$ cat config.mk
export PLATFORM = sky130hd
export DESIGN_NAME = stdout_uart_tx_flat
export DESIGN_NICKNAME = d
export VERILOG_FILES = /design/src/rtl/stdout_uart_tx_if.sv /design/src/rtl/stdout_uart_tx.sv /design/src/flat_wrapper.sv
export SDC_FILE = /design/constraint.sdc
export NUM_CORES = 1
export LEC_CHECK = 0
export ABC_AREA = 1
export CAP_MARGIN = 10
export CORE_MARGIN = 8
export CORE_UTILIZATION = 35
export CTS_CLUSTER_DIAMETER = 150
export CTS_CLUSTER_SIZE = 14
export DETAILED_ROUTE_END_ITERATION = 8
export MAX_ROUTING_LAYER = met4
export PLACE_DENSITY = 0.55
export SETUP_SLACK_MARGIN = 0.15
export SYNTH_ARGS = -nofsm -noshare
export SYNTH_HDL_FRONTEND = slang
export SYNTH_SLANG_ARGS = --single-unit
$ cat constraint.sdc
create_clock -name clk -period 2.62 [get_ports clk]
set_input_delay 0.524 -clock clk [delete_from_list [all_inputs] [get_ports clk]]
set_output_delay 0.524 -clock clk [all_outputs]
set_load 0.005 [all_outputs]
$ cat src/rtl/stdout_uart_tx_if.sv
// Output-byte stream from the processor core into the stdout UART.
// The master drives the byte and its level strobe; the UART is the slave.
interface stdout_uart_tx_if;
    logic [7:0] stdout;
    logic       stdout_en;

    modport master (
        output stdout,
        output stdout_en
    );

    modport slave (
        input stdout,
        input stdout_en
    );
endinterface

$ cat src/rtl/stdout_uart_tx.sv
// Buffered stdout UART transmitter: strobe-edge capture, byte FIFO, 8N1 serialiser.
// Define UART_PARITY_EN to insert an even-parity bit between data and stop.
module stdout_uart_tx #(
    parameter int CLKS_PER_BIT    = 104,
    parameter int FIFO_DEPTH_LOG2 = 4
) (
    input  logic                     clk,
    input  logic                     reset,
    stdout_uart_tx_if.slave          up,
    output logic                     tx,
    output logic                     busy,
    output logic                     overflow,
    output logic [FIFO_DEPTH_LOG2:0] fifo_count
);

    localparam int DEPTH = 1 << FIFO_DEPTH_LOG2;
    localparam int CW    = $clog2(CLKS_PER_BIT);
    localparam int AW    = FIFO_DEPTH_LOG2;
    localparam int NW    = FIFO_DEPTH_LOG2 + 1;

    localparam logic [CW-1:0] BAUD_LAST = CW'(CLKS_PER_BIT - 1);
    localparam logic [NW-1:0] FULL_CNT  = NW'(DEPTH);

`ifdef UART_PARITY_EN
    typedef enum logic [2:0] {IDLE, START, DATA, PARITY, STOP} state_t;
`else
    typedef enum logic [1:0] {IDLE, START, DATA, STOP} state_t;
`endif

    state_t          state;
    logic [CW-1:0]   baud;
    logic [2:0]      bit_idx;
    logic [7:0]      shift;
    logic            par;
    logic            en_d;
    logic [AW-1:0]   head;
    logic [AW-1:0]   tail;
    logic [NW-1:0]   count;
    logic [NW-1:0]   count_nxt;
    logic [7:0]      mem [DEPTH];
    logic            push;
    logic            pop;
    logic            full;
    logic            wr;
    logic            baud_end;

    assign push     = up.stdout_en & ~en_d;
    assign full     = (count == FULL_CNT);
    assign pop      = (state == IDLE) & (count != '0);
    // When full, a same-cycle pop frees the slot the push lands in.
    assign wr       = push & (~full | pop);
    assign baud_end = (baud == BAUD_LAST);

    assign fifo_count = count;

    always_comb begin
        count_nxt = count;
        unique case ({wr, pop})
            2'b10:   count_nxt = count + 1'b1;
            2'b01:   count_nxt = count - 1'b1;
            default: count_nxt = count;
        endcase
    end

    always_ff @(posedge clk) begin
        if (wr)
            mem[tail] <= up.stdout;
    end

    always_ff @(posedge clk or negedge reset) begin
        if (!reset) begin
            en_d     <= 1'b1;
            head     <= '0;
            tail     <= '0;
            count    <= '0;
            overflow <= 1'b0;
        end else begin
            en_d  <= up.stdout_en;
            count <= count_nxt;
            if (wr)
                tail <= tail + 1'b1;
            if (pop)
                head <= head + 1'b1;
            if (push && !wr)
                overflow <= 1'b1;
        end
    end

    // tx is registered from the current state, so it trails state by a cycle.
    always_ff @(posedge clk or negedge reset) begin
        if (!reset) begin
            state   <= IDLE;
            baud    <= '0;
            bit_idx <= '0;
            shift   <= '0;
            par     <= 1'b0;
            tx      <= 1'b1;
            busy    <= 1'b0;
        end else begin
            busy <= (state != IDLE) | pop | (count_nxt != '0);
            unique case (state)
                IDLE: begin
                    tx <= 1'b1;
                    if (pop) begin
                        shift <= mem[head];
                        par   <= ^mem[head];
                        baud  <= '0;
                        state <= START;
                    end
                end
                START: begin
                    tx <= 1'b0;
                    if (baud_end) begin
                        baud    <= '0;
                        bit_idx <= '0;
                        state   <= DATA;
                    end else begin
                        baud <= baud + 1'b1;
                    end
                end
                DATA: begin
                    tx <= shift[0];
                    if (baud_end) begin
                        baud  <= '0;
                        shift <= shift >> 1;
                        if (bit_idx == 3'd7) begin
`ifdef UART_PARITY_EN
                            state <= PARITY;
`else
                            state <= STOP;
`endif
                        end else begin
                            bit_idx <= bit_idx + 1'b1;
                        end
                    end else begin
                        baud <= baud + 1'b1;
                    end
                end
`ifdef UART_PARITY_EN
                PARITY: begin
                    tx <= par;
                    if (baud_end) begin
                        baud  <= '0;
                        state <= STOP;
                    end else begin
                        baud <= baud + 1'b1;
                    end
                end
`endif
                STOP: begin
                    tx <= 1'b1;
                    if (baud_end) begin
                        baud  <= '0;
                        state <= IDLE;
                    end else begin
                        baud <= baud + 1'b1;
                    end
                end
                default: begin
                    tx    <= 1'b1;
                    state <= IDLE;
                end
            endcase
        end
    end

endmodule

$ cat src/flat_wrapper.sv
// flat-port wrapper written by rule: the top's interface ports become plain ports
module stdout_uart_tx_flat 
#(
    parameter int CLKS_PER_BIT    = 104,
    parameter int FIFO_DEPTH_LOG2 = 4
)
  (clk, reset, tx, busy, overflow, fifo_count, up_stdout, up_stdout_en);
  stdout_uart_tx_if up_i ();
  input  logic clk;
  input  logic reset;
  output logic tx;
  output logic busy;
  output logic overflow;
  output logic [FIFO_DEPTH_LOG2:0] fifo_count;
  input wire logic [$bits(up_i.stdout)-1:0] up_stdout;
  input wire logic [$bits(up_i.stdout_en)-1:0] up_stdout_en;
  assign up_i.stdout = up_stdout;
  assign up_i.stdout_en = up_stdout_en;
  stdout_uart_tx #(.CLKS_PER_BIT(CLKS_PER_BIT), .FIFO_DEPTH_LOG2(FIFO_DEPTH_LOG2)) u_core (.clk(clk), .reset(reset), .up(up_i), .tx(tx), .busy(busy), .overflow(overflow), .fifo_count(fifo_count));
endmodule
==> After elaboration in Yosys (flattened, before gate mapping) <==
Memories as Yosys holds them, arrays and structs flattened.
Index checks and enable logic that the tools add are counted.
{ "totals": {"regBits": 37, "latchBits": 0, "ram_bits": 128, "mem_bits_ro": 0, "out_inout_bits": 8, "word_cells": 73, "memories": 1} }
{ "classes": {"add_sub_neg": 6, "multipliers": 0, "div": 0, "order_cmp": 0, "eq_ne": 14, "shift": 0, "n_mux": 20, "bitwise_logic": 8, "reduce_logical": 13} }
{ "mem_list": {"columns": ["memory", "words", "word_bits", "read_ports", "rd_clocked_by_memory_dff", "wr", "line_no", "rtl"], "rows": [
  ["u_core.mem", 16, 8, 1, 0, 1, "stdout_uart_tx.sv:40", "logic [7:0] mem [DEPTH];"]
]} }
{ "op_table": {"columns": ["cell", "n"], "rows": [
  ["8-bit 2-to-1 mux", 2],
  ["8-bit one-hot mux with 2 select lines", 1],
  ["7-bit 2-to-1 mux", 2],
  ["7-bit one-hot mux with 2 select lines", 1],
  ["2-bit 2-to-1 mux", 5],
  ["2-bit by 1-bit inequality test with 1-bit output, second input constant", 5],
  ["5-bit one-hot mux with 2 select lines", 1],
  ["5-bit nonzero test", 2],
  ["3-bit 2-to-1 mux", 3],
  ["4-bit by 1-bit adder with 4-bit output, second input constant", 2],
  ["2-bit one-hot mux with 4 select lines", 1],
  ["7-bit by 1-bit adder with 7-bit output, second input constant", 1],
  ["7-bit equality test, second input constant", 1],
  ["2-bit equality test, second input constant", 3],
  ["3-bit one-hot mux with 2 select lines", 1],
  ["2-bit nonzero test", 3],
  ["5-bit by 1-bit adder with 5-bit output, second input constant", 1],
  ["5-bit equality test, second input constant", 1],
  ["5-bit AND reduction", 1],
  ["5-bit by 1-bit subtractor with 5-bit output, second input constant", 1],
  ["2-bit by 1-bit equality test with 1-bit output, second input constant", 2],
  ["4-bit AND reduction", 1],
  ["3-bit by 1-bit adder with 3-bit output, second input constant", 1],
  ["1-bit bitwise AND", 3],
  ["other kinds (12)", 16]
]} }

==> Depth between registers and ports, before layout <==
Gate-level depths: netlist of the first run.
{ "logic_depth": {"depth_word": 8, "mapped_depth": 16, "ltp_nobuf": 15} }

==> Worst setup path before layout of the first run <==
OpenSTA, ideal clock, no wires.
{ "synth_timing": {"kind": "input-to-reg", "startpoint": "input up_stdout_en", "endpoint": "register u_core.busy", "setup_time_ns": 0.119, "arrival_time_ns": 1.987, "setup_slack_ns": 0.515, "cell_stages": 15, "n_path_buf": 0, "path_cell_list": "inv_1 > nor2_1 > nand3b_1 > inv_1 > fa_1 > nand3_1 > nand2_1 > nand3_1 > nand2_1 > nand2_1 > nand2_1 > nand2_1 > inv_1 > nor2_1 > nand2_1"} }
{ "synth_via": {"elab_chain_len": 6} }
{ "synth_lines": {"columns": ["element", "line_no", "rtl"], "rows": [
  ["start: declaration", "flat_wrapper.sv:16", "input wire logic [$bits(up_i.stdout_en)-1:0] up_stdout_en;"],
  ["1-bit bitwise AND *", "stdout_uart_tx.sv:47", "assign push = up.stdout_en & ~en_d;"],
  ["1-bit bitwise AND *", "stdout_uart_tx.sv:51", "assign wr = push & (~full | pop);"],
  ["2-bit by 1-bit equality test with 1-bit output or 2-bit equality test (tied branches)", "stdout_uart_tx.sv:58", "unique case ({wr, pop})"],
  ["5-bit one-hot mux with 2 select lines *", "stdout_uart_tx.sv:58", null],
  ["named net u_core.count_nxt[4]", "stdout_uart_tx.sv:39", "logic [NW-1:0] count_nxt;"],
  ["5-bit nonzero test *", "stdout_uart_tx.sv:100", "busy <= (state != IDLE) | pop | (count_nxt != '0);"],
  ["1-bit bitwise OR *", "stdout_uart_tx.sv:100", null],
  ["end signal: assignment", "stdout_uart_tx.sv:100", null],
  ["end: declaration", "stdout_uart_tx.sv:11", "output logic busy,"]
]} }
Mark *: on every way through the listed nets, which the timed path passes. The rest lies on a longest branch.
A chain may end at the register's enable or synchronous reset.

==> Worst setup path after layout of the first run <==
{ "layout_timing": {"startpoint": "register u_core.count[0] (netlist: u_core.fifo_count[0])", "endpoint": "register u_core.busy"} }
{ "layout_via": {"elab_chain_len": 8} }
{ "layout_lines": {"columns": ["element", "line_no", "rtl"], "rows": [
  ["start: declaration", "stdout_uart_tx.sv:38", "logic [NW-1:0] count;"],
  ["start signal: assignment", "stdout_uart_tx.sv:79", "count <= count_nxt;"],
  ["5-bit nonzero test or 5-bit equality test (tied branches)", "stdout_uart_tx.sv:49, stdout_uart_tx.sv:48", null],
  ["1-bit bitwise AND or 1-bit NOT (tied branches)", "stdout_uart_tx.sv:49, stdout_uart_tx.sv:51", null],
  ["1-bit bitwise OR", "stdout_uart_tx.sv:51", null],
  ["1-bit bitwise AND", "stdout_uart_tx.sv:51", null],
  ["2-bit by 1-bit equality test with 1-bit output or 2-bit equality test (tied branches)", "stdout_uart_tx.sv:58", null],
  ["5-bit one-hot mux with 2 select lines *", "stdout_uart_tx.sv:58", null],
  ["named net u_core.count_nxt[4]", "stdout_uart_tx.sv:39", null],
  ["5-bit nonzero test *", "stdout_uart_tx.sv:100", null],
  ["1-bit bitwise OR *", "stdout_uart_tx.sv:100", null]
]} }
Marked as above.

==> flow_summary.json, run 1 <==
{
  "cts_buffers": 17,
  "die_area_mm2": 0.0259,
  "synthMuxAreaShare_pct": 0,
  "setup_violations": 0,
  "drv_cap": 0,
  "synth_fa_ha_area_share_pct": 2.99,
  "finalCriticalPeriod_ns": 2.22,
  "rows": 53,
  "r2r_start": "u_core.fifo_count[0]$_DFF_PN0_",
  "track_usage_pct": 12.9,
  "wl_um": 15600,
  "path_cells": "nor2_4 > nand3_4 > nand3b_1 > inv_1 > fa_1 > nand3_1 > nand2_1 > nand3_1 > nand2_1 > nand2_1 > nand2_1 > nand2_1 > inv_1 > nor2_1 > nand2_1",
  "routed-via-count": 4714,
  "yosysTopAreaCell": "edfxtp_1",
  "min_period_over_period_pct": 84.6,
  "drive_gt1_share_pct": 12.2,
  "drtIter0Drc": 311,
  "post_dp_cell_area_mm2": 0.00793,
  "clkPwrFrac_pct": 40.7,
  "cp-end-kind": "flip-flop",
  "sw_frac_of_total_pct": 25.0,
  "power.leakage_uw": 0.00348,
  "skew_ns": 0.00708,
  "netlist_area_mm2": 0.00737,
  "antennaDiodeCount": 0,
  "io_pins": 19,
  "start_util_pct": 35.4,
  "rsz0062_at_grt": "false",
  "path_class": "reg -> reg",
  "antenna_found_initial": 0,
  "synth_top_family_by_area": "simple AND/OR/NAND/NOR gates",
  "drt-met1-wl_um": 6920,
  "setup_tns_ns": 0,
  "top_layer": "met4",
  "yosys.area.top_type_share_pct": 52.2,
  "fmaxAchievable_mhz": 451,
  "p_int_uw": 4780,
  "synth-simple-area-share_pct": 14.5,
  "finish.net_count": 718,
  "synth_compound_area_share_pct": 9.21,
  "ys_warn_count": 0,
  "wl_per_cell_um": 16.0,
  "cp.arrival_ns": 2.53,
  "synth_seq_cells": 165,
  "slowest_stage": "dfrtp_1",
  "rr_worst_depth": 15,
  "hpwl_um": 10300,
  "required_ns": 2.93,
  "chipWidth_um": 161,
  "grt_max_degree": 70,
  "syn2layout_area_growth_pct": 16.3,
  "met3WireLength_um": 420,
  "firstDrtPassIters": 4,
  "grt.overflow.total": 0,
  "gp_congestion": 0.814,
  "fillers": 1999,
  "core_area_mm2": 0.0208,
  "power_frac_seq_pct": 48.9,
  "max_stage_delay_ns": 0.50,
  "slew_headroom_pct": 50.5,
  "vias_per_cell": 4.82,
  "tightest_slew_ns": 0.741,
  "status": "complete, no violations",
  "port_buffers": 18,
  "netlist_instances": 656,
  "synth_xor_area_share_pct": 1.31,
  "r2r-end": "u_core.busy$_DFF_PN0_",
  "ant_nets": 0,
  "cp_max_fo": 6,
  "root_buffer": "clkbuf_16",
  "cts.sinks": 165,
  "drc": 0,
  "cts.clk_slew.worst_paths_ns": 0.07,
  "r2r_slack_ns": 0.40,
  "grt_pass1_vias": 4765,
  "tritoncts": "built",
  "grt_first_pass_wirelength_um": 25200,
  "synth_area_leaders": "edfxtp_1, dfrtp_1, nand2_1, inv_1, nand3_1",
  "cts_buffer_depth": 2,
  "hp-class": "in -> async",
  "syn_nets": 684,
  "fp.dieH_um": 161,
  "combPwrFrac_pct": 10.4,
  "yosysSeqAreaShare_pct": 64.8,
  "p_sw_uw": 1590,
  "worstSetupStartpointType": "flip-flop",
  "worstSkewPairLatency_ns": 0.43,
  "finalMaxSlewViolations": 0,
  "critPathMostFrequentCell": "nand2_1",
  "power_density_mw_per_mm2": 744,
  "synth.distinct_cells": 39,
  "h-tree-depth": 4,
  "stdcell_area_mm2": 0.00856,
  "avgSynthCellArea_um2": 11.2,
  "hold_viol_final": 0,
  "ir_drop_uv": 424,
  "met2WireLength_um": 7990
}
[registers in the layout, indices dropped and copies added (netlist names)]
name / cells
u_core.state: 2
u_core.tail: 4
u_core.bit_idx: 3
u_core.head: 4
u_core.mem: 128
u_core.overflow: 1
u_core.baud: 7
u_core.en_d: 1
u_core.fifo_count: 5
u_core.shift: 8
u_core.tx: 1
u_core.busy: 1
[placed cells by master, fill, tap and decap left out, types with 4 or more instances in the layout]
cell type / n
clkdlybuf4s50_1: 17
o211ai_1: 39
nor2_1: 39
o21ai_0: 30
dfrtp_1: 33
inv_6: 4
inv_2: 5
inv_1: 89
a21oi_1: 30
ha_1: 15
edfxtp_1: 128
clkbuf_16: 17
xor2_1: 9
buf_4: 23
nand2_1: 102
nand3_1: 66
[worst max-delay path: cells and delay by family, from the launching register on]
kind | cells | cell delay [ns]
DFF | 1 | 0.50
adders and majority gates | 1 | 0.40
and+or+nand+nor | 12 | 1.07
buffers and inverters | 2 | 0.14
[power groups by stage]
stage | Sequential (uW) | Clock [uW] | Combinational, uW
4_1_cts | 3120 | 2640 | 673
2_1_floorplan | 3150 | 0 | 384
6_report | 3120 | 2590 | 661
3_3_place_gp | 3170 | 0 | 647
3_5_place_dp | 3170 | 0 | 672
5_1_grt | 3140 | 2760 | 749
[cells in the mapped netlist (all sizes together)]
library cell	count
nand2	108
nand4	4
o211ai	39
fa	1
nor2	44
o32ai	1
dfrtp	35
a21oi	31
edfxtp	128
clkbuf	6
xor2	9
ha	16
nand3	69
inv	94
xnor2	2
nor3	1
a31o	1
o21ai	31
nand3b	3
buf	22
o22ai	3
clkinv	2
o31ai	2
a32o	2
dfstp	2
[how the worst max path moves through the flow]
| stage | from | end | slack, ns | cells past startpoint |
|---|---|---|---|---|
| finish | u_core.fifo_count[0]$_DFF_PN0_ | u_core.busy$_DFF_PN0_ | 0.40 | 15 |
| global route | u_core.fifo_count[0]$_DFF_PN0_ | u_core.busy$_DFF_PN0_ | 0.15 | 13 |
| CTS | u_core.state[1]$_DFFE_PN0P_ | u_core.mem[15][4]$_DFFE_PP_ | 0.29 | 10 |
| detailed placement | up_stdout_en | u_core.busy$_DFF_PN0_ | 0.05 | 16 |
| global placement | up_stdout_en | u_core.busy$_DFF_PN0_ | 0.08 | 16 |
| floorplan | up_stdout_en | u_core.busy$_DFF_PN0_ | 0.51 | 15 |
[layer usage]
layer	vias to the layer above	track usage [%]
li1	2319	-
met1	2312	15.5
met2	67	21.2
met3	16	1.93
met4	0	5.77
met5	-	-
[through the flow]
step	power [uW]	instances	hold WS, ns	setup WS, ns	utilization (%)
finish	6370	978	0.0845	0.402	41.1
global route	6650	978	0.126	0.151	41.1
CTS	6440	978	0.104	0.287	41.1
detailed placement	3850	946	0.472	0.0542	38.1
global placement	3820	946	0.464	0.0815	38.1
floorplan	3530	656	0.228	0.515	-
[cells by family (layout without fill, tap and decap cells)]
group	Yosys count	after routing
buffers and inverters	124	171
adder cells (fa/ha/maj)	17	17
XOR/XNOR	11	11
flip-flops	165	165
AND/OR/NAND/NOR	229	229
AO/OA/AOI/OAI	110	110
[area by class of cell]
cell class	count	area, um2	share of cell area (%)
sequential	165	4780	55.8
tap	275	344	4.02
multi-input combinational	367	2080	24.3
clock inverter	15	193	2.25
inverter	96	360	4.21
timing repair buffer	43	388	4.53
clock buffer	17	425	4.97
[what timing repair did]
item / in CTS / in global routing
setup buffers: 0 / 0
endpoints found under the setup margin: 0 / 57
hold buffers: 0 / 0
gates resized for setup: 0 / 2
Note: power is estimated with default switching activity, not from simulation.
==> run 2: changes to the inputs <==
Settings changed: PLACE_DENSITY 0.55 to 0.57.
Clock period 2.62 ns to 2.02 ns, I/O delays scaled along.
==> flow_summary.json, run 2 (synthesis results as in run 1) <==
{
  "hold_viol_final": 0,
  "grt_first_pass_wirelength_um": 25700,
  "path_class": "reg -> reg",
  "post-place-ws_ns": -0.392,
  "h-tree-depth": 4,
  "clkPwrFrac_pct": 36.5,
  "finish.net_count": 755,
  "cp-end-kind": "flip-flop",
  "antenna_found_initial": 0,
  "mostFrequentLayoutCell": "edfxtp_1",
  "worstSetupPathDepth": 15,
  "tightest_slew_ns": 0.779,
  "p_int_uw": 6170,
  "die_area_mm2": 0.0259,
  "antennaDiodeCount": 0,
  "p_sw_uw": 2140,
  "fmaxAchievable_mhz": 505,
  "required_ns": 2.33,
  "chipWidth_um": 161,
  "cp_max_fo": 4,
  "worstSetupStartpointType": "flip-flop",
  "cts.clk_slew.worst_paths_ns": 0.06,
  "cts.sinks": 165,
  "critPathMostFrequentCell": "nand2_1",
  "hp-class": "in -> async",
  "status": "complete, no violations",
  "sw_frac_of_total_pct": 25.7,
  "start_util_pct": 35.4,
  "worstSkewPairLatency_ns": 0.42,
  "setup_violations": 0,
  "wl_um": 15800,
  "cp.arrival_ns": 2.29,
  "crit_buf_inv": 2,
  "slowest_stage": "dfrtp_1",
  "finalCriticalPeriod_ns": 1.98,
  "slew_headroom_pct": 48.1,
  "final_cell_mix": "edfxtp_1, nand2_1, inv_1, nand3_1, buf_4",
  "max_stage_delay_ns": 0.41,
  "tritoncts": "built",
  "vias_per_cell": 4.79,
  "drv_cap": 0,
  "setup_ws_ns": 0.0394,
  "drive_gt1_share_pct": 20.6,
  "syn2layout_area_growth_pct": 21.7,
  "hpwl_um": 10800,
  "setup_tns_ns": 0,
  "track_usage_pct": 13.0,
  "fin_util_pct": 43.1,
  "rr_worst_depth": 15,
  "critPathTopFamily": "simple AND/OR/NAND/NOR gates",
  "skew_ns": 0.00769,
  "cts_buffers": 17,
  "rows": 53,
  "finalMaxSlewViolations": 0,
  "grt_pass1_vias": 4918,
  "fillers": 1943,
  "combPwrFrac_pct": 15.3,
  "stdcell_area_mm2": 0.00897,
  "reg.largest.list": "u_core.mem (128), u_core.shift (8), u_core.baud (7)",
  "power_frac_seq_pct": 48.2,
  "power_density_mw_per_mm2": 926,
  "port_buffers": 18,
  "r2r_slack_ns": 0.04,
  "min_period_over_period_pct": 98.1,
  "io_pins": 19,
  "dpl.cell_count": 973,
  "drtIter0Drc": 331,
  "routed-via-count": 4855,
  "post_dp_cell_area_mm2": 0.00824,
  "power.leakage_uw": 0.00369,
  "gp_congestion": 0.843,
  "fp.dieH_um": 161,
  "core_area_mm2": 0.0208,
  "drc": 0,
  "rsz0062_at_grt": "true",
  "ant_nets": 0,
  "grt.overflow.total": 0,
  "regMostFlops": "u_core.mem",
  "root_buffer": "clkbuf_16",
  "wl_per_cell_um": 15.6,
  "largest_reg_flops": 128,
  "grt_max_degree": 43,
  "firstDrtPassIters": 4,
  "ir_drop_uv": 507,
  "path_cells": "nor2_4 > nand3_4 > nand3b_1 > inv_2 > fa_2 > nand3_2 > nand2_2 > nand3_2 > nand2_2 > nand2_1 > nand2_1 > nand2_1 > inv_2 > nor2_2 > nand2_1",
  "final_cells": 1014,
  "cts_buffer_depth": 2
}
## run 2: power groups by stage
stage                     registers [uW]  clock network [uW]  logic, uW
after floorplan                     4090                   0        533
after global placement              4060                   0       1100
after detailed placement            4070                   0       1140
after CTS                           4000                3090       1170
after global routing                4020                3220       1390
final                               4000                3030       1270
## run 2: through the flow
| step | hold slack, ns | power [uW] |
|---|---|---|
| finish | 0.0607 | 8300 |
| global route | 0.120 | 8630 |
| CTS | 0.0762 | 8260 |
| detailed placement | 0.456 | 5210 |
| global placement | 0.465 | 5170 |
| floorplan | 0.108 | 4620 |
## run 2: area by class of cell
class | instances | area [um2] | area share (%)
sequential | 165 | 4780 | 53.3
multi-input combinational | 367 | 2190 | 24.5
timing repair buffer | 80 | 734 | 8.19
clock buffer | 18 | 429 | 4.79
inverter | 96 | 365 | 4.07
tap | 275 | 344 | 3.84
clock inverter | 13 | 121 | 1.35
## run 2: metal layers
| layer | part of all wire [%] | global-route usage (%) | vias up |
|---|---|---|---|
| li1 | - | - | 2397 |
| met4 | 1.8 | 5.72 | 0 |
| met3 | 2.8 | 2.27 | 18 |
| met2 | 53 | 22.0 | 78 |
| met5 | 0 | - | - |
| met1 | 43 | 15.0 | 2362 |
## run 2: worst paths after layout
check / start / to
max: u_core.fifo_count[2]$_DFF_PN0_ / u_core.busy$_DFF_PN0_
max reg2reg: u_core.fifo_count[2]$_DFF_PN0_ / u_core.busy$_DFF_PN0_
min reg2reg: u_core.overflow$_DFFE_PN0P_ / u_core.overflow$_DFFE_PN0P_
min in group clk: up_stdout_en / u_core.en_d$_DFF_PN1_
max in group asynchronous: reset / u_core.head[0]$_DFFE_PN0P_
min: reset / u_core.baud[5]$_DFFE_PN0P_
## run 2: timing repair
item | 4_1_cts | 5_1_grt
setup buffers | 2 | 8
hold buffers | 0 | 0
gates resized for setup | 7 | 27
pin swaps | 2 | 12
endpoints found under the setup margin | 99 | 89
==> run 3: changes to the inputs <==
Settings changed: SETUP_SLACK_MARGIN 0.15 to unset.
==> flow_summary.json, run 3 (synthesis results as in run 1) <==
{
  "wl_um": 15900,
  "finish.net_count": 749,
  "routed-via-count": 4877,
  "io_pins": 19,
  "finalCriticalPeriod_ns": 2.00,
  "drtIter0Drc": 376,
  "setup_violations": 0,
  "min_period_over_period_pct": 98.8,
  "drv_cap": 0,
  "antenna_found_initial": 0,
  "dpl.cell_count": 972,
  "gp_congestion": 0.836,
  "rsz0062_at_grt": "true",
  "multiInputGateArea_mm2": 0.00215,
  "chipWidth_um": 161,
  "regMostFlops": "u_core.mem",
  "status": "complete, no violations",
  "core_area_mm2": 0.0208,
  "h-tree-depth": 4,
  "grt.overflow.total": 0,
  "fin_util_pct": 42.3,
  "cts_buffers": 17,
  "grt_max_degree": 98,
  "final_cells": 1009,
  "path_cells": "nor2_4 > nand3_4 > nand3b_1 > inv_2 > fa_2 > nand3_2 > nand2_2 > nand3_2 > nand2_2 > nand2_1 > nand2_1 > nand2_2 > inv_2 > nor2_2 > nand2_1",
  "hold_ws_ns": 0.0830,
  "tritoncts": "built",
  "required_ns": 2.34,
  "power_density_mw_per_mm2": 927,
  "worstSetupStartpointType": "flip-flop",
  "tightest_slew_ns": 0.846,
  "start_util_pct": 35.4,
  "setup_tns_ns": 0,
  "firstDrtPassIters": 5,
  "slowest_stage": "dfrtp_1",
  "fillers": 1981,
  "syn2layout_area_growth_pct": 19.5,
  "die_area_mm2": 0.0259,
  "mostFrequentLayoutCell": "edfxtp_1",
  "rows": 53,
  "cts.sinks": 165,
  "max_stage_delay_ns": 0.41,
  "cp-end-kind": "flip-flop",
  "antennaDiodeCount": 0,
  "finalMaxSlewViolations": 0,
  "grt_pass1_vias": 4948,
  "power.leakage_uw": 0.00359,
  "final-seq-area_mm2": 0.00478,
  "hpwl_um": 10600,
  "cts.clk_slew.worst_paths_ns": 0.07,
  "reg.largest.list": "u_core.mem (128), u_core.shift (8), u_core.baud (7)",
  "port_buffers": 18,
  "worstSkewPairLatency_ns": 0.43,
  "hp-class": "in -> async",
  "fp.dieH_um": 161,
  "fmaxAchievable_mhz": 501,
  "final_cell_mix": "edfxtp_1, nand2_1, inv_1, nand3_1, buf_4",
  "cp_max_fo": 4,
  "vias_per_cell": 4.83,
  "wl_per_cell_um": 15.7,
  "grt_first_pass_wirelength_um": 26100,
  "ir_drop_uv": 596,
  "post_dp_cell_area_mm2": 0.00813,
  "ant_nets": 0,
  "drc": 0,
  "stdcell_area_mm2": 0.00880,
  "path_class": "reg -> reg",
  "hold_viol_final": 0,
  "drive_gt1_share_pct": 18.3,
  "slew_headroom_pct": 43.6,
  "cp.arrival_ns": 2.31,
  "root_buffer": "clkbuf_16",
  "track_usage_pct": 13.1,
  "skew_ns": 0.0114,
  "largest_reg_flops": 128,
  "cts_buffer_depth": 2
}
-- run 3: timing repair --
item / 4_1_cts / 5_1_grt
buffers inserted: 0 / 5
hold buffers: 0 / 0
pin swaps: 0 / 10
gates resized for setup: 2 / 18
setup endpoints to repair: 1 / 35
-- run 3: final cells by class --
| class | instances | share of cell area (%) |
|---|---|---|
| sequential | 165 | 54.3 |
| timing repair buffer | 74 | 7.05 |
| clock inverter | 14 | 1.34 |
| inverter | 96 | 4.09 |
| multi-input combinational | 367 | 24.5 |
| clock buffer | 18 | 4.87 |
| tap | 275 | 3.91 |
-- run 3: path summary, 6_finish.rpt --
kind	start	end	slack, ns	cells after the start
worst max-delay path	u_core.fifo_count[1]$_DFF_PN0_	u_core.busy$_DFF_PN0_	0.02	15
worst min-delay path	reset	u_core.baud[0]$_DFFE_PN0P_	0.08	1
worst max register to register	u_core.fifo_count[1]$_DFF_PN0_	u_core.busy$_DFF_PN0_	0.02	15
worst min register to register	u_core.shift[7]$_DFFE_PN0P_	u_core.shift[7]$_DFFE_PN0P_	0.48	2
max in group asynchronous	reset	u_core.head[0]$_DFFE_PN0P_	1.31	1
min in group clk	up_stdout_en	u_core.en_d$_DFF_PN1_	0.41	1
-- run 3: worst max-delay path, delay by kind of cell, from the launching register on --
| kind | cells | cell delay, ns |
|---|---|---|
| fa+ha+maj | 1 | 0.39 |
| buf+inv | 2 | 0.14 |
| flops | 1 | 0.41 |
| simple gates | 12 | 0.94 |
-- run 3: metal layers --
layer	GRT usage, %	up-vias	wire, um
met2	21.3	86	7880
met1	16.0	2385	7100
met4	4.84	0	325
li1	-	2379	-
met5	-	-	0
met3	2.49	27	571
-- run 3: where the power goes --
| group | switching (uW) | leakage (uW) | total (uW) | internal (uW) |
|---|---|---|---|---|
| logic | 629 | 0.00173 | 1150 | 517 |
| clock network | 1400 | 0.000261 | 3000 | 1610 |
| registers | 125 | 0.00159 | 4010 | 3890 |
-- run 3: per-stage QoR --
step / total power (uW) / setup WS (ns)
after floorplan: 4580 / 0.00409
after global placement: 5120 / -0.362
after detailed placement: 5140 / -0.446
after CTS: 8140 / 0.00565
after global routing: 8520 / -0.0998
final: 8160 / 0.0244
